<file path="src/rtl/mem_port_arbiter.sv">
// Two-requester arbiter for a shared 16-bit memory port: instruction fetch (0) and data (1).
// Round-robin on ties, fixed-latency access sequencing, one-cycle done pulse with read data.
module mem_port_arbiter #(
  parameter int LAT = 2
) (
  input  logic        clk,
  input  logic        rst,
  input  logic        if_req,
  input  logic [15:0] if_addr,
  input  logic        dm_req,
  input  logic        dm_wr,
  input  logic [15:0] dm_addr,
  input  logic [15:0] dm_wdata,
  input  logic [15:0] mem_rdata,
  output logic        sel,
  output logic        mem_en,
  output logic        mem_wr,
  output logic [15:0] mem_addr,
  output logic [15:0] mem_wdata,
  output logic [15:0] rdata,
  output logic        if_done,
  output logic        dm_done,
  output logic        busy
);

  // Handshake: a requester raises req with stable address/data and holds it
  // until its done pulse; everything is captured at grant, so later changes
  // on that requester's inputs are ignored until the next arbitration.

  typedef enum logic [1:0] {
    IDLE  = 2'd0,
    ISSUE = 2'd1,
    WAIT  = 2'd2,
    RESP  = 2'd3
  } state_t;

  localparam logic [3:0] LAT_C = 4'(LAT);

  state_t     state;
  logic       last_gnt;
  logic [3:0] cnt;

  logic       cand_if;
  logic       cand_dm;
  logic       prev_gnt;
  logic       gnt_any;
  logic       gnt_sel;

  // In RESP the completing requester's req still belongs to the finishing
  // access, so it is masked; only the other side can be granted back-to-back.
  always_comb begin
    cand_if  = 1'b0;
    cand_dm  = 1'b0;
    prev_gnt = last_gnt;
    gnt_any  = 1'b0;
    gnt_sel  = 1'b0;
    if (state == IDLE || state == RESP) begin
      cand_if = if_req && !(state == RESP && sel == 1'b0);
      cand_dm = dm_req && !(state == RESP && sel == 1'b1);
    end
    if (state == RESP) begin
      prev_gnt = sel;
    end
    gnt_any = cand_if || cand_dm;
    if (cand_if && cand_dm) begin
      gnt_sel = ~prev_gnt;
    end else begin
      gnt_sel = cand_dm;
    end
  end

  always_ff @(posedge clk) begin
    if (rst) begin
      state     <= IDLE;
      last_gnt  <= 1'b0;
      cnt       <= 4'd0;
      sel       <= 1'b0;
      mem_en    <= 1'b0;
      mem_wr    <= 1'b0;
      mem_addr  <= 16'h0000;
      mem_wdata <= 16'h0000;
      rdata     <= 16'h0000;
      if_done   <= 1'b0;
      dm_done   <= 1'b0;
      busy      <= 1'b0;
    end else begin
      mem_en  <= 1'b0;
      if_done <= 1'b0;
      dm_done <= 1'b0;
      rdata   <= 16'h0000;
      case (state)
        IDLE, RESP: begin
          if (state == RESP) begin
            last_gnt <= sel;
          end
          if (gnt_any) begin
            sel       <= gnt_sel;
            mem_addr  <= gnt_sel ? dm_addr : if_addr;
            mem_wdata <= gnt_sel ? dm_wdata : 16'h0000;
            mem_wr    <= gnt_sel & dm_wr;
            mem_en    <= 1'b1;
            busy      <= 1'b1;
            state     <= ISSUE;
          end else begin
            busy  <= 1'b0;
            state <= IDLE;
          end
        end
        ISSUE: begin
          cnt   <= LAT_C;
          busy  <= 1'b1;
          state <= WAIT;
        end
        WAIT: begin
          busy <= 1'b1;
          cnt  <= cnt - 4'd1;
          // cnt hitting zero at this edge marks the data-valid cycle
          if (cnt <= 4'd1) begin
            rdata   <= mem_rdata;
            if_done <= ~sel;
            dm_done <= sel;
            state   <= RESP;
          end
        end
        default: begin
          busy  <= 1'b0;
          state <= IDLE;
        end
      endcase
    end
  end

endmodule

</file>
<file path="config.mk">
export PLATFORM = sky130hd
export DESIGN_NAME = mem_port_arbiter
export DESIGN_NICKNAME = d
export VERILOG_FILES = /design/src/rtl/mem_port_arbiter.sv
export SDC_FILE = /design/constraint.sdc
export NUM_CORES = 1
export LEC_CHECK = 0
export ABC_AREA = 1
export CORE_MARGIN = 2
export CORE_UTILIZATION = 36
export CTS_CLUSTER_DIAMETER = 60
export DETAILED_ROUTE_END_ITERATION = 10
export PLACE_DENSITY = 0.76
export SLEW_MARGIN = 20
export SYNTH_ARGS = -nofsm -noshare
export SYNTH_HDL_FRONTEND = slang
export SYNTH_SLANG_ARGS = --single-unit
</file>
<file path="constraint.sdc">
create_clock -name clk -period 1.5 [get_ports clk]
set_input_delay 0.15 -clock clk [delete_from_list [all_inputs] [get_ports clk]]
set_output_delay 0.15 -clock clk [all_outputs]
set_load 0.03 [all_outputs]
</file>
# After elaboration in Yosys (flattened, before gate mapping)
# Index checks and enable logic that the tools add are counted.
[op_classes]
magnitude_cmp = 1
n_reduce_logical = 16
eq_ne = 4
bitwise = 6
mux = 12
add_sub_neg = 1
[op_table]
columns = ["operator", "count"]
rows = [
  ["16-bit 2-to-1 mux", 2],
  ["4-bit one-hot mux with 2 select lines", 1],
  ["1-bit 2-to-1 mux", 6],
  ["2-bit one-hot mux with 3 select lines", 1],
  ["2-bit OR reduction", 3],
  ["1-bit logical AND", 5],
  ["1-bit NOT", 5],
  ["2-bit == test, second input constant", 2],
  ["4-bit by 1-bit <= comparator with 1-bit output, second input constant", 1],
  ["4-bit by 1-bit subtractor with 4-bit output, second input constant", 1],
  ["3-bit OR reduction", 1],
  ["2-bit by 1-bit == test with 1-bit output, second input constant", 1],
  ["1-bit zero test", 2],
  ["2-bit zero test", 1],
  ["1-bit logical OR", 2],
  ["2-bit 2-to-1 mux", 1],
  ["2-bit inequality test, second input constant", 1],
  ["1-bit one-hot mux with 2 select lines", 1],
  ["2-bit AND reduction", 1],
  ["2-bit nonzero test", 1],
  ["1-bit AND", 1],
]
[word_totals]
wordCells = 52
input_bits = 69
ff_bits = 61
output_inout_bits = 54

# Logic depth before layout (Yosys ltp)
# Gate-level depths: netlist of run 1.
[logic_depth]
word_depth = 8
ltp_mapped = 11
mapped_depth_nobuf = 9

# Least setup slack after synthesis of run 1
# OpenSTA, ideal clock, no wires.
[synth_timing]
kind = "flip-flop to flip-flop"
startpoint = "reg state[0]"
endpoint = "reg mem_addr[2]"
arrival_ns = 1.447
stages_incl_launch_ff = 12
setup_time_ns = 0.117
path_buffers = 2
path_slack_ns = -0.064
path_cell_list = "dfxtp_1 > inv_1 > ha_1 > buf_4 > nand2_1 > inv_1 > nand2_2 > nand2_4 > buf_2 > nand2_1 > nor2_1 > nor2_1"
[synth_between]
elab_chain_cells = 8
word_cells_on_any_way = 19
cone_classes = "eq/ne (1); mux (5); bitwise (1); reduce/logical (12)"
[synth_lines]
columns = ["item", "line", "text"]
rows = [
  ["start: declaration", "39", "state_t state;"],
  ["start signal: assignment", "74", "state <= IDLE;"],
  ["start signal: assignment", "103", "state <= ISSUE;"],
  ["start signal: assignment", "106", "state <= IDLE;"],
  ["2-bit == test", "--", ""],
  ["1-bit logical AND, on equally long branches", "58, 59", ""],
  ["1-bit zero test, on equally long branches", "58, 59", ""],
  ["1-bit logical AND, on equally long branches", "58, 59", ""],
  ["1-bit 2-to-1 mux", "57", "if (state == IDLE || state == RESP) begin"],
  ["1-bit logical AND", "65", "if (cand_if && cand_dm) begin"],
  ["1-bit 2-to-1 mux", "65", ""],
  ["16-bit 2-to-1 mux", "98", "mem_addr <= gnt_sel ? dm_addr : if_addr;"],
  ["end signal: assignment", "98", ""],
  ["end: declaration", "18", "output logic [15:0] mem_addr,"],
]
# Several ways; a longest one is shown, not always the timed one.
# A chain may end at the register's enable or synchronous reset.

# Worst setup path in the final report of run 1
[layout_timing]
startpoint = "reg state[0]"
endpoint = "reg mem_addr[9]"
# The elaborated chain is that of the path after synthesis.

==> results of run 1 <==
==> path summary, 6_finish.rpt <==
| kind | from | endpoint | slack, ps | cells past startpoint |
|---|---|---|---|---|
| setup / recovery | state[0] | mem_addr[9] | -20 | 8 |
| setup reg to reg | state[0] | mem_addr[9] | -20 | 8 |
| hold reg to reg | mem_wdata[7] | mem_wdata[7] | 460 | 2 |
| hold / removal | mem_rdata[8] | rdata[8] | 340 | 3 |
==> cells in the mapped netlist, drive strengths merged <==
cell type,n,share of area
dfxtp,61,0.49
nand2,61,0.10
nor2,56,0.084
inv,45,0.070
a21oi,41,0.087
o21ai,23,0.046
nand3,19,0.043
buf,13,0.040
clkbuf,4,0.0060
ha,4,0.020
a211oi,1,0.0030
a31oi,1,0.0025
nand3b,1,0.0030
nor3,1,0.0020
xnor2,1,0.0035
==> per-stage QoR <==
stage | instance area [um^2] | setup slack, ps | hold WS (ps) | TNS, ps | power, mW
after floorplan | 2530 | 16.9 | 262 | 0 | 4.71
after global placement | 3860 | -25.3 | 452 | -25.8 | 6.00
after detailed placement | 3860 | -96.9 | 456 | -493 | 6.06
after CTS | 4110 | 0.482 | 321 | 0 | 7.64
after global routing | 4260 | -139 | 326 | -1810 | 8.35
final | 4260 | -22.4 | 339 | -30.6 | 7.82
==> layout by cell type, fill, tap and decap left out, types with 3 or more instances in the layout <==
master | netlist | routed
clkdlybuf4s50_1 | 0 | 78
dfxtp_1 | 61 | 59
nor2_1 | 56 | 54
nand2_1 | 57 | 53
inv_1 | 42 | 39
a21oi_1 | 40 | 39
dlygate4sd2_1 | 0 | 23
dlymetal6s2s_1 | 0 | 21
o21ai_0 | 23 | 14
nand3_1 | 18 | 14
clkbuf_8 | 0 | 14
buf_4 | 4 | 9
o21ai_1 | 0 | 8
nand3_2 | 0 | 4
nand2_2 | 2 | 4
buf_12 | 0 | 4
nand2_4 | 2 | 3
==> final cells by class <==
class / count / area [um^2]
Multi-Input combinational cell: 209 / 1070
Clock buffer: 14 / 193
Sequential cell: 61 / 1220
Inverter: 45 / 190
Timing Repair Buffer: 139 / 1450
Fill cell: 581 / 2500
Tap cell: 80 / 100
Clock inverter: 2 / 37.5
==> state kept, by name, summed over array words and instances (netlist names), 2 cells and up <==
signal,count
rdata,16
state,2
cnt,4
mem_wdata,16
mem_addr,16
==> routing by layer <==
metal,vias to the layer above,share of wire,global-route usage,wire (um)
met2,93,0.53,0.343,3580
li1,1299,-,-,-
met1,1158,0.39,0.194,2660
met5,-,0,0,0
met3,14,0.068,0.0512,463
met4,0,0.016,0.0615,112
==> repair_timing <==
action | in CTS | in global routing
pin swaps | 1 | 1
buffers inserted | 1 | 0
endpoints found under the setup margin | 57 | 76
gates cloned | 0 | 2
gates resized for setup | 32 | 42
hold buffers | 0 | 0
endpoints found under the hold margin | 0 | 0
==> worst max-delay path: cells and delay by family, from the launching register on <==
kind | cells | cell delay [ps]
and+or+nand+nor | 3 | 240
DFF | 1 | 350
AOI/OAI and AO/OA | 2 | 280
adders and majority gates | 1 | 290
buffers and inverters | 2 | 230
==> kinds of logic after synthesis <==
logic type	count (synthesis)
AO/OA/AOI/OAI	66
buffers and inverters	62
XOR/XNOR	1
AND/OR/NAND/NOR	138
adder cells (fa/ha/maj)	4
flip-flops	61
==> power breakdown <==
part | leakage (nW) | internal, mW | switching, mW
registers | 0.501 | 2.08 | 0.240
logic | 1.62 | 1.59 | 2.31
clock network | 0.115 | 0.995 | 0.622
==> summary.md, run 1 <==
| Metric | Value |
|---|---|
| First-pass GRT wire length | 11.0 mm |
| Avg WL per Cell | 12.4 um |
| Slew @ Worst Pin | 348 ps |
| CTS H-tree depth | 3 |
| Placer Congestion | 0.760 |
| Worst-path clk slew | 70 ps |
| Grt total ovfl | 0 |
| Clock sinks | 61 |
| Final Hold Viols | 0 |
| Row cnt | 30 |
| Final setup viols | 3 |
| N_diodes | 0 |
| Post-synthesis adder-cell area fraction | 0.0201 |
| Netlist Area Pre-Place | 2490 um^2 |
| Share of layout cells above drive strength 1 | 0.130 |
| Drt first pass iters | 4 |
| Final Non-Filler Cells | 550 |
| Compound-Gate Fraction of Synth Area | 0.138 |
| Hold Path Class | input port to flip-flop |
| Ys Warns | 0 |
| Worst setup path category | flip-flop to flip-flop |
| Maximum fanout along the worst path | 10 |
| I/O Buffers | 122 |
| Placed Cells | 531 |
| Initial antenna violation count | 0 |
| Relative slew margins | 0.768 |
| Fin util | 0.630 |
| DRC viols | 0 |
| Worst Clk Skew | 5.19 ps |
| Worst Path Required | 1720 ps |
| Total track usage | 0.182 |
| CP startpoint kind | flip-flop |
| CTS buffer count | 9 |
| Crit. End Element | flip-flop |
| Core area | between 6000 and 7000 um^2 |
| CP arrival | 1740 ps |
| Crit path top cell by count | nor2_1 |
| Pins Over Slew Limit | 0 |
| Final min period | about 1500 ps |
| RSZ-0062 raised after global routing | yes |
| Mapped Nets | about 410 |
| Routed vias | 2564 |
| Distinct cells, synth | 23 |
| Max VDD drop | 1.03 mV |
| Final wirelength | 6.82 mm |
| Worst-Skew Late Latency | 330 ps |
| Failing checks | negative setup slack |
| DP HPWL | 4.74 mm |
| # nets final | 538 |
| Synth-to-layout area growth | 70.8% |
| Crit-path cells | inv_2, ha_4, nand2_2, a21oi_4, buf_6, a21oi_1, nor2_1, nor2_1 |
| Post-synthesis register bit count | between 60 and 70 |
| Die area | between 7000 and 8000 um^2 |
| IO Pins | 123 |
| Fin crit share | 1.01 |
| Mean Syn Cell Area | 7.51 um^2 |
| Worst-case clock buffer depth | 2 |
| Setup WS post-layout | -22.4 ps |
| Chip height | between 80 and 90 um |
| Status | complete, but fails checks |
| Gate count after technology mapping | 332 |
| XOR/XNOR share of the synthesized area | 0.00351 |
| Number of global-route vias before repair | 2539 |
| Main combinational cell family by area after synthesis | simple AND/OR/NAND/NOR gates |
| Lkg Pwr | 2.23 nW |
| PwrDens | 1840 nW/um^2 |
| Initial Util | 0.369 |
| Seq/Total Area, Yosys | 0.490 |
| Post-synthesis mux area share | 0 |
| Post-synthesis simple-gate area fraction | 0.232 |
| Clk root buf | clkbuf_8 |
| Max-cap viol count | 0 |
| Via/cell ratio | 4.66 |
| Overall die width | 87.2 um |
| Post-DRT Antenna Nets | 0 |
| Slowest stage cell, crit path | dfxtp_2 |
| Pin count of the biggest net entering global routing | 23 |
| TritonCTS clock tree | yes |
| F_max | 657 MHz |
| CP max stage delay | 350 ps |
| First DRT Iteration DRCs | between 70 and 80 |
Power figures use the tool's default switching activity.
==> run 2, diff against run 1 <==
--- a/config.mk
+++ b/config.mk
@@ -6,6 +6,7 @@
 export NUM_CORES = 1
 export LEC_CHECK = 0
 export ABC_AREA = 1
+export ABC_CLOCK_PERIOD_IN_PS = 1500
 export CORE_MARGIN = 2
 export CORE_UTILIZATION = 36
 export CTS_CLUSTER_DIAMETER = 60
==> results of run 2 <==
The final DEF is identical to that of run 1; final timing and power are the same.
